### src/rtl/tx_fifo_wr_ctrl_if.sv
// rtl/tx_fifo_wr_ctrl_if.sv - upstream byte-packet handshake into the TX FIFO write controller
interface tx_fifo_wr_ctrl_if;
    logic       wr_valid;
    logic [7:0] wr_data;
    logic       pkt_end;
    logic       pkt_abort;
    logic       wr_ready;

    modport master (
        output wr_valid,
        output wr_data,
        output pkt_end,
        output pkt_abort,
        input  wr_ready
    );

    modport slave (
        input  wr_valid,
        input  wr_data,
        input  pkt_end,
        input  pkt_abort,
        output wr_ready
    );
endinterface

### src/rtl/tx_fifo_wr_ctrl.sv
// rtl/tx_fifo_wr_ctrl.sv - TX async FIFO write side with speculative pointer and packet commit
// Bytes land in RAM through spec_ptr; only whole packets advance the Gray w_count seen by the reader.
module tx_fifo_wr_ctrl #(
    parameter int ADDR_W    = 7,
    parameter int AF_THRESH = 120
) (
    input  logic                w_clk,
    input  logic                rst,
    tx_fifo_wr_ctrl_if.slave    up,
    input  logic [ADDR_W:0]     r_count_sync,
    output logic [ADDR_W:0]     w_count,
    output logic                mem_we,
    output logic [ADDR_W-1:0]   mem_waddr,
    output logic [7:0]          mem_wdata,
    output logic                full,
    output logic                almost_full,
    output logic [ADDR_W:0]     used,
    output logic                overflow_err
);
    localparam int PW = ADDR_W + 1;
    localparam logic [PW-1:0] DEPTH  = {1'b1, {ADDR_W{1'b0}}};
    localparam logic [PW-1:0] AF_LVL = PW'(AF_THRESH);

    localparam logic [1:0] ST_IDLE = 2'd0;
    localparam logic [1:0] ST_OPEN = 2'd1;
    localparam logic [1:0] ST_DROP = 2'd2;

    function automatic logic [PW-1:0] bin2gray(input logic [PW-1:0] b);
        return b ^ (b >> 1);
    endfunction

    logic [PW-1:0] spec_ptr_q, spec_ptr_d;
    logic [PW-1:0] com_ptr_q,  com_ptr_d;
    logic [PW-1:0] w_count_q,  w_count_d;
    logic [1:0]    state_q,    state_d;
    logic          ovf_q,      ovf_d;

    logic [PW-1:0] r_bin;
    logic [PW-1:0] occ_spec;
    logic [PW-1:0] spec_inc;
    logic          accept;
    logic          oversize;

    always_comb begin
        r_bin = '0;
        for (int i = 0; i < PW; i++) begin
            r_bin[i] = ^(r_count_sync >> i);
        end
    end

    assign occ_spec    = spec_ptr_q - r_bin;
    assign used        = com_ptr_q - r_bin;
    assign full        = (occ_spec == DEPTH);
    assign almost_full = (occ_spec >= AF_LVL);
    assign spec_inc    = spec_ptr_q + 1'b1;

    assign up.wr_ready = (state_q == ST_DROP) ? 1'b1 : (!full && !up.pkt_abort);
    assign accept      = up.wr_valid && up.wr_ready;

    // A full FIFO holding nothing but the open packet can never drain: drop the packet.
    assign oversize    = (state_q == ST_OPEN) && full && (com_ptr_q == r_bin);

    assign mem_we       = accept && (state_q != ST_DROP) && !up.pkt_abort;
    assign mem_waddr    = spec_ptr_q[ADDR_W-1:0];
    assign mem_wdata    = up.wr_data;
    assign w_count      = w_count_q;
    assign overflow_err = ovf_q;

    always_comb begin
        spec_ptr_d = spec_ptr_q;
        com_ptr_d  = com_ptr_q;
        w_count_d  = w_count_q;
        state_d    = state_q;
        ovf_d      = 1'b0;
        if (up.pkt_abort) begin
            spec_ptr_d = com_ptr_q;
            state_d    = ST_IDLE;
        end else if (oversize) begin
            spec_ptr_d = com_ptr_q;
            state_d    = ST_DROP;
            ovf_d      = 1'b1;
        end else if (accept) begin
            if (state_q == ST_DROP) begin
                if (up.pkt_end) begin
                    state_d = ST_IDLE;
                end
            end else begin
                spec_ptr_d = spec_inc;
                if (up.pkt_end) begin
                    com_ptr_d = spec_inc;
                    w_count_d = bin2gray(spec_inc);
                    state_d   = ST_IDLE;
                end else begin
                    state_d   = ST_OPEN;
                end
            end
        end
    end

    always_ff @(posedge w_clk or posedge rst) begin
        if (rst) begin
            spec_ptr_q <= '0;
            com_ptr_q  <= '0;
            w_count_q  <= '0;
            state_q    <= ST_IDLE;
            ovf_q      <= 1'b0;
        end else begin
            spec_ptr_q <= spec_ptr_d;
            com_ptr_q  <= com_ptr_d;
            w_count_q  <= w_count_d;
            state_q    <= state_d;
            ovf_q      <= ovf_d;
        end
    end
endmodule

### src/flat_wrapper.sv
// flat-port wrapper written by rule: the top's interface ports become plain ports
module tx_fifo_wr_ctrl_flat 
#(
    parameter int ADDR_W    = 7,
    parameter int AF_THRESH = 120
)
  (w_clk, rst, r_count_sync, w_count, mem_we, mem_waddr, mem_wdata, full, almost_full, used, overflow_err, up_wr_valid, up_wr_data, up_pkt_end, up_pkt_abort, up_wr_ready);
  tx_fifo_wr_ctrl_if up_i ();
  input  logic w_clk;
  input  logic rst;
  input  logic [ADDR_W:0] r_count_sync;
  output logic [ADDR_W:0] w_count;
  output logic mem_we;
  output logic [ADDR_W-1:0] mem_waddr;
  output logic [7:0] mem_wdata;
  output logic full;
  output logic almost_full;
  output logic [ADDR_W:0] used;
  output logic overflow_err;
  input wire logic [$bits(up_i.wr_valid)-1:0] up_wr_valid;
  input wire logic [$bits(up_i.wr_data)-1:0] up_wr_data;
  input wire logic [$bits(up_i.pkt_end)-1:0] up_pkt_end;
  input wire logic [$bits(up_i.pkt_abort)-1:0] up_pkt_abort;
  output wire logic [$bits(up_i.wr_ready)-1:0] up_wr_ready;
  assign up_i.wr_valid = up_wr_valid;
  assign up_i.wr_data = up_wr_data;
  assign up_i.pkt_end = up_pkt_end;
  assign up_i.pkt_abort = up_pkt_abort;
  assign up_wr_ready = up_i.wr_ready;
  tx_fifo_wr_ctrl #(.ADDR_W(ADDR_W), .AF_THRESH(AF_THRESH)) u_core (.w_clk(w_clk), .rst(rst), .up(up_i), .r_count_sync(r_count_sync), .w_count(w_count), .mem_we(mem_we), .mem_waddr(mem_waddr), .mem_wdata(mem_wdata), .full(full), .almost_full(almost_full), .used(used), .overflow_err(overflow_err));
endmodule
### config.mk
export PLATFORM = sky130hd
export DESIGN_NAME = tx_fifo_wr_ctrl_flat
export DESIGN_NICKNAME = d
export VERILOG_FILES = /design/src/rtl/tx_fifo_wr_ctrl_if.sv /design/src/rtl/tx_fifo_wr_ctrl.sv /design/src/flat_wrapper.sv
export SDC_FILE = /design/constraint.sdc
export NUM_CORES = 1
export LEC_CHECK = 0
export CAP_MARGIN = 20
export CELL_PAD_IN_SITES_DETAIL_PLACEMENT = 1
export CELL_PAD_IN_SITES_GLOBAL_PLACEMENT = 2
export CORE_ASPECT_RATIO = 0.75
export CORE_MARGIN = 2
export CORE_UTILIZATION = 31
export CTS_CLUSTER_SIZE = 12
export DETAILED_ROUTE_END_ITERATION = 10
export GPL_ROUTABILITY_DRIVEN = 1
export GPL_TIMING_DRIVEN = 0
export PLACE_DENSITY = 0.8
export SLEW_MARGIN = 20
export SYNTH_ARGS = -nofsm -noshare
export SYNTH_HDL_FRONTEND = slang
export SYNTH_SLANG_ARGS = --single-unit
### constraint.sdc
create_clock -name w_clk -period 10.12 [get_ports w_clk]
set_input_delay 2.53 -clock w_clk [delete_from_list [all_inputs] [get_ports w_clk]]
set_output_delay 2.53 -clock w_clk [all_outputs]
set_load 0.02 [all_outputs]
==> run_results.csv <==
group,metric,value,unit
setup_path,end_kind,"output pin",
setup_path,worst_ep_arrival_time,7300,ps
route,via_per_inst,5.10,
job,max_cap_viol_count,0,
worst_hold_path,hold_path.class,"reg -> reg",
yosys,synthArstFlopShare,100,%
global_route,antenna_found_initial,0,
yosys,avgSynthCellArea,8.56,µm²
floorplanning,die_w,112,µm
setup_path,cpPeakStageDelay,540,ps
final_layout,final_cell_mix,"43 x clkdlybuf4s50_1, 31 x xnor2_1, 29 x nand2_1",
setup_path,critPathSlowestCell,"clkdlybuf4s50_1",
global_route,grt_max_degree,27,
timing,max_slew_margin,56.1,%
route,wl,7.88,mm
timing,max_freq,102,MHz
clocking,ctsHoldBuffers,0,
clocking,cts-root-buf,"clkbuf_16",
power,power_leakage,1.40,nW
route,drt_iter0_drc,153,
final_layout,areaGrowthSynthToFinish,26.0,%
clocking,cts_buffer_depth,2,
outcome,status,"finished, final reports clean",
clocking,clk_pin_slew,60,ps
placed_design,dpl.hpwl,6.09,mm
placed_design,place_congestion,0.799,
global_route,gr-usage-all-layers,16.7,%
timing,drv_slew,0,
route,vias,2403,
clocking,cts_buffers,3,
global_route,grt_pass1_wl,12.6,mm
yosys,syn_inst,315,
floorplanning,core-area,8450,µm²
setup_path,crit_path_max_fanout,9,
floorplanning,rows,29,
yosys,synth.distinct_cells,67,
yosys,ys_warn_count,0,
floorplanning,ios,57,
setup_path,crit_type,"in -> out",
placed_design,io_buffers,43,
timing,hold_viol,0,
global_route,grt_pass1_vias,2344,
floorplanning,dieArea,9460,µm²
power,max-vdd-ir-drop,0.000154,V
setup_path,path_buf_inv,4,
yosys,syn-cell-area,2700,µm²
clocking,cts_sinks,26,
route,drc,0,
timing,setup_viol,0,
route,drt_pass1_iterations,4,
timing,tightestPinTransition,656,ps
final_layout,diodes,0,
timing,skew,9.44,ps
yosys,yosys_most_used_dff,"dfrtp_1",
final_layout,drive_above_1_share,16.5,%
timing,finalCritPeriodShare,97.2,%
route,antenna_left,0,
timing,setup_tns,0,ps
clocking,cts_tree,"done",
setup_path,crit_path_cell_trace,"clkdlybuf4s50_1 -> xor3_1 -> xnor2_2 -> xnor2_2 -> xnor2_1 -> ha_1 -> nor2b_4 -> nor2_1 -> o2bb2ai_1 -> a2111oi_4 -> nor2_1 -> xnor2_1 -> or4_1 -> buf_2 -> o21ai_2 -> inv_1 -> clkdlybuf4s50_1",
final_layout,final_nets,391,
yosys,yosysSeqAreaShare,24.1,%
floorplanning,die_y,84.8,µm
yosys,ys_ff_latch,26,
setup_path,required,7590,ps
route,wl_per_cell,16.7,µm
yosys,syn_nets,342,
final_layout,final_common_cell,"clkdlybuf4s50_1",
setup_path,cp-start-kind,"input pin",
setup_path,cp_top_family,"buffers and inverters",
timing,final_period_minus_worst_setup_slack,9830,ps
yosys,synth_edf_count,0,
clocking,clock_latency,270,ps
global_route,gr-total-overflow,0,
floorplanning,initial_core_util,31.9,%
power,power_density,277,nW/µm²
clocking,htreeDepth,1,
timing,hold_ws,487,ps
## state kept, by name (all words and copies together) (netlist names)
name	count
u_core.w_count	8
u_core.overflow_err	1
u_core.com_ptr_q	7
u_core.spec_ptr_q	8
u_core.state_q	2
## layer usage
layer / GRT usage, % / routed length (µm) / vias to the layer above
met5: 0 / 0 / -
met4: 2.69 / 53 / 0
met3: 2.53 / 296 / 6
met2: 25.7 / 3420 / 52
met1: 25.2 / 4110 / 1172
li1: - / - / 1173
## where the power goes
part | internal (W) | total, W | switching (W)
Sequential | 0.000133 | 0.000166 | 0.0000329
Combinational | 0.000298 | 0.000657 | 0.000359
Clock | 0.0000788 | 0.000117 | 0.0000385
Total | 0.000510 | 0.000940 | 0.000430
## metrics by stage
step,util (%),area (µm²),power (W),setup WS [ps],std cells
after global routing,40.2,3400,0.00101,-14.8,471
after global placement,38.6,3260,0.000801,44.4,466
after detailed placement,38.6,3260,0.000815,-61.9,466
after floorplan,-,2700,0.000597,1120,315
final,40.2,3400,0.000940,285,471
after CTS,39.8,3370,0.000939,34.8,470
## final timing paths
path	startpoint	endpoint	slack (ps)	cells past startpoint
setup / recovery	r_count_sync[3]	mem_we	290	17
hold / removal	u_core.w_count[4]	u_core.w_count[4]	490	2
setup reg to reg	u_core.spec_ptr_q[0]	u_core.spec_ptr_q[1]	6360	13
hold reg to reg	u_core.w_count[4]	u_core.w_count[4]	490	2
max in group asynchronous	rst	u_core.spec_ptr_q[6]	7080	2
min in group asynchronous	rst	u_core.w_count[0]	2640	2
## repair_timing
| action | 4_1_cts | 5_1_grt |
|---|---|---|
| resized for setup | 1 | 3 |
| setup endpoints to repair | 3 | 3 |
| pin swaps | 0 | 1 |
| setup buffers | 0 | 1 |
| gates cloned | 0 | 0 |
## final cells by class
type                    instances  area [µm²]
fillers                      1025        5060
multi-input cells             242        1810
flip-flops and latches         26         651
repair buffers                 44         438
plain buffers                  36         220
well taps                     108         135
clock buffers                   3        75.1
inverters                      11        41.3
clock inverters                 1        30.0
## tightest hold or removal path, delay by kind of cell, from the launching register on
family / cells / cell delay, ps
AO/OA/AOI/OAI: 1 / 60
flip-flops: 1 / 340
AND/OR/NAND/NOR: 1 / 50
## kinds of logic (layout without fill, tap and decap cells)
| kind of cell | count (synthesis) | after routing | synth area share (%) |
|---|---|---|---|
| AND/OR/NAND/NOR | 91 | 91 | 16.8 |
| AO/OA/AOI/OAI | 78 | 78 | 20.0 |
| XOR/XNOR | 53 | 53 | 20.4 |
| buffers and inverters | 47 | 95 | 9.70 |
| flip-flops | 26 | 26 | 24.1 |
| adder cells (fa/ha/maj) | 10 | 10 | 4.32 |
| multiplexers | 10 | 10 | 4.74 |
## synthesized netlist by cell type (3+ instances only)
cell	n	area share [%]
o211ai_1	4	1.1
o21ai_0	14	2.6
maj3_1	3	1.1
mux2_4	5	2.8
inv_1	11	1.5
a211oi_1	3	0.84
dfrtp_1	26	24
o21ai_1	14	2.6
o31ai_1	3	0.84
nand2b_1	5	1.2
and3_1	4	0.93
nor2_1	16	2.2
a21oi_1	14	2.6
xnor2_2	4	2.4
xnor2_1	33	11
or3_1	3	0.70
nor3_1	7	1.3
xor2_1	12	3.9
ha_1	6	2.8
mux2i_1	3	1.1
nand3_1	10	1.9
nor2b_1	4	0.93
buf_4	18	5.0
nand2_1	29	4.0
clkbuf_1	7	0.98
buf_2	7	1.3
(Power assumes the default switching activity.)
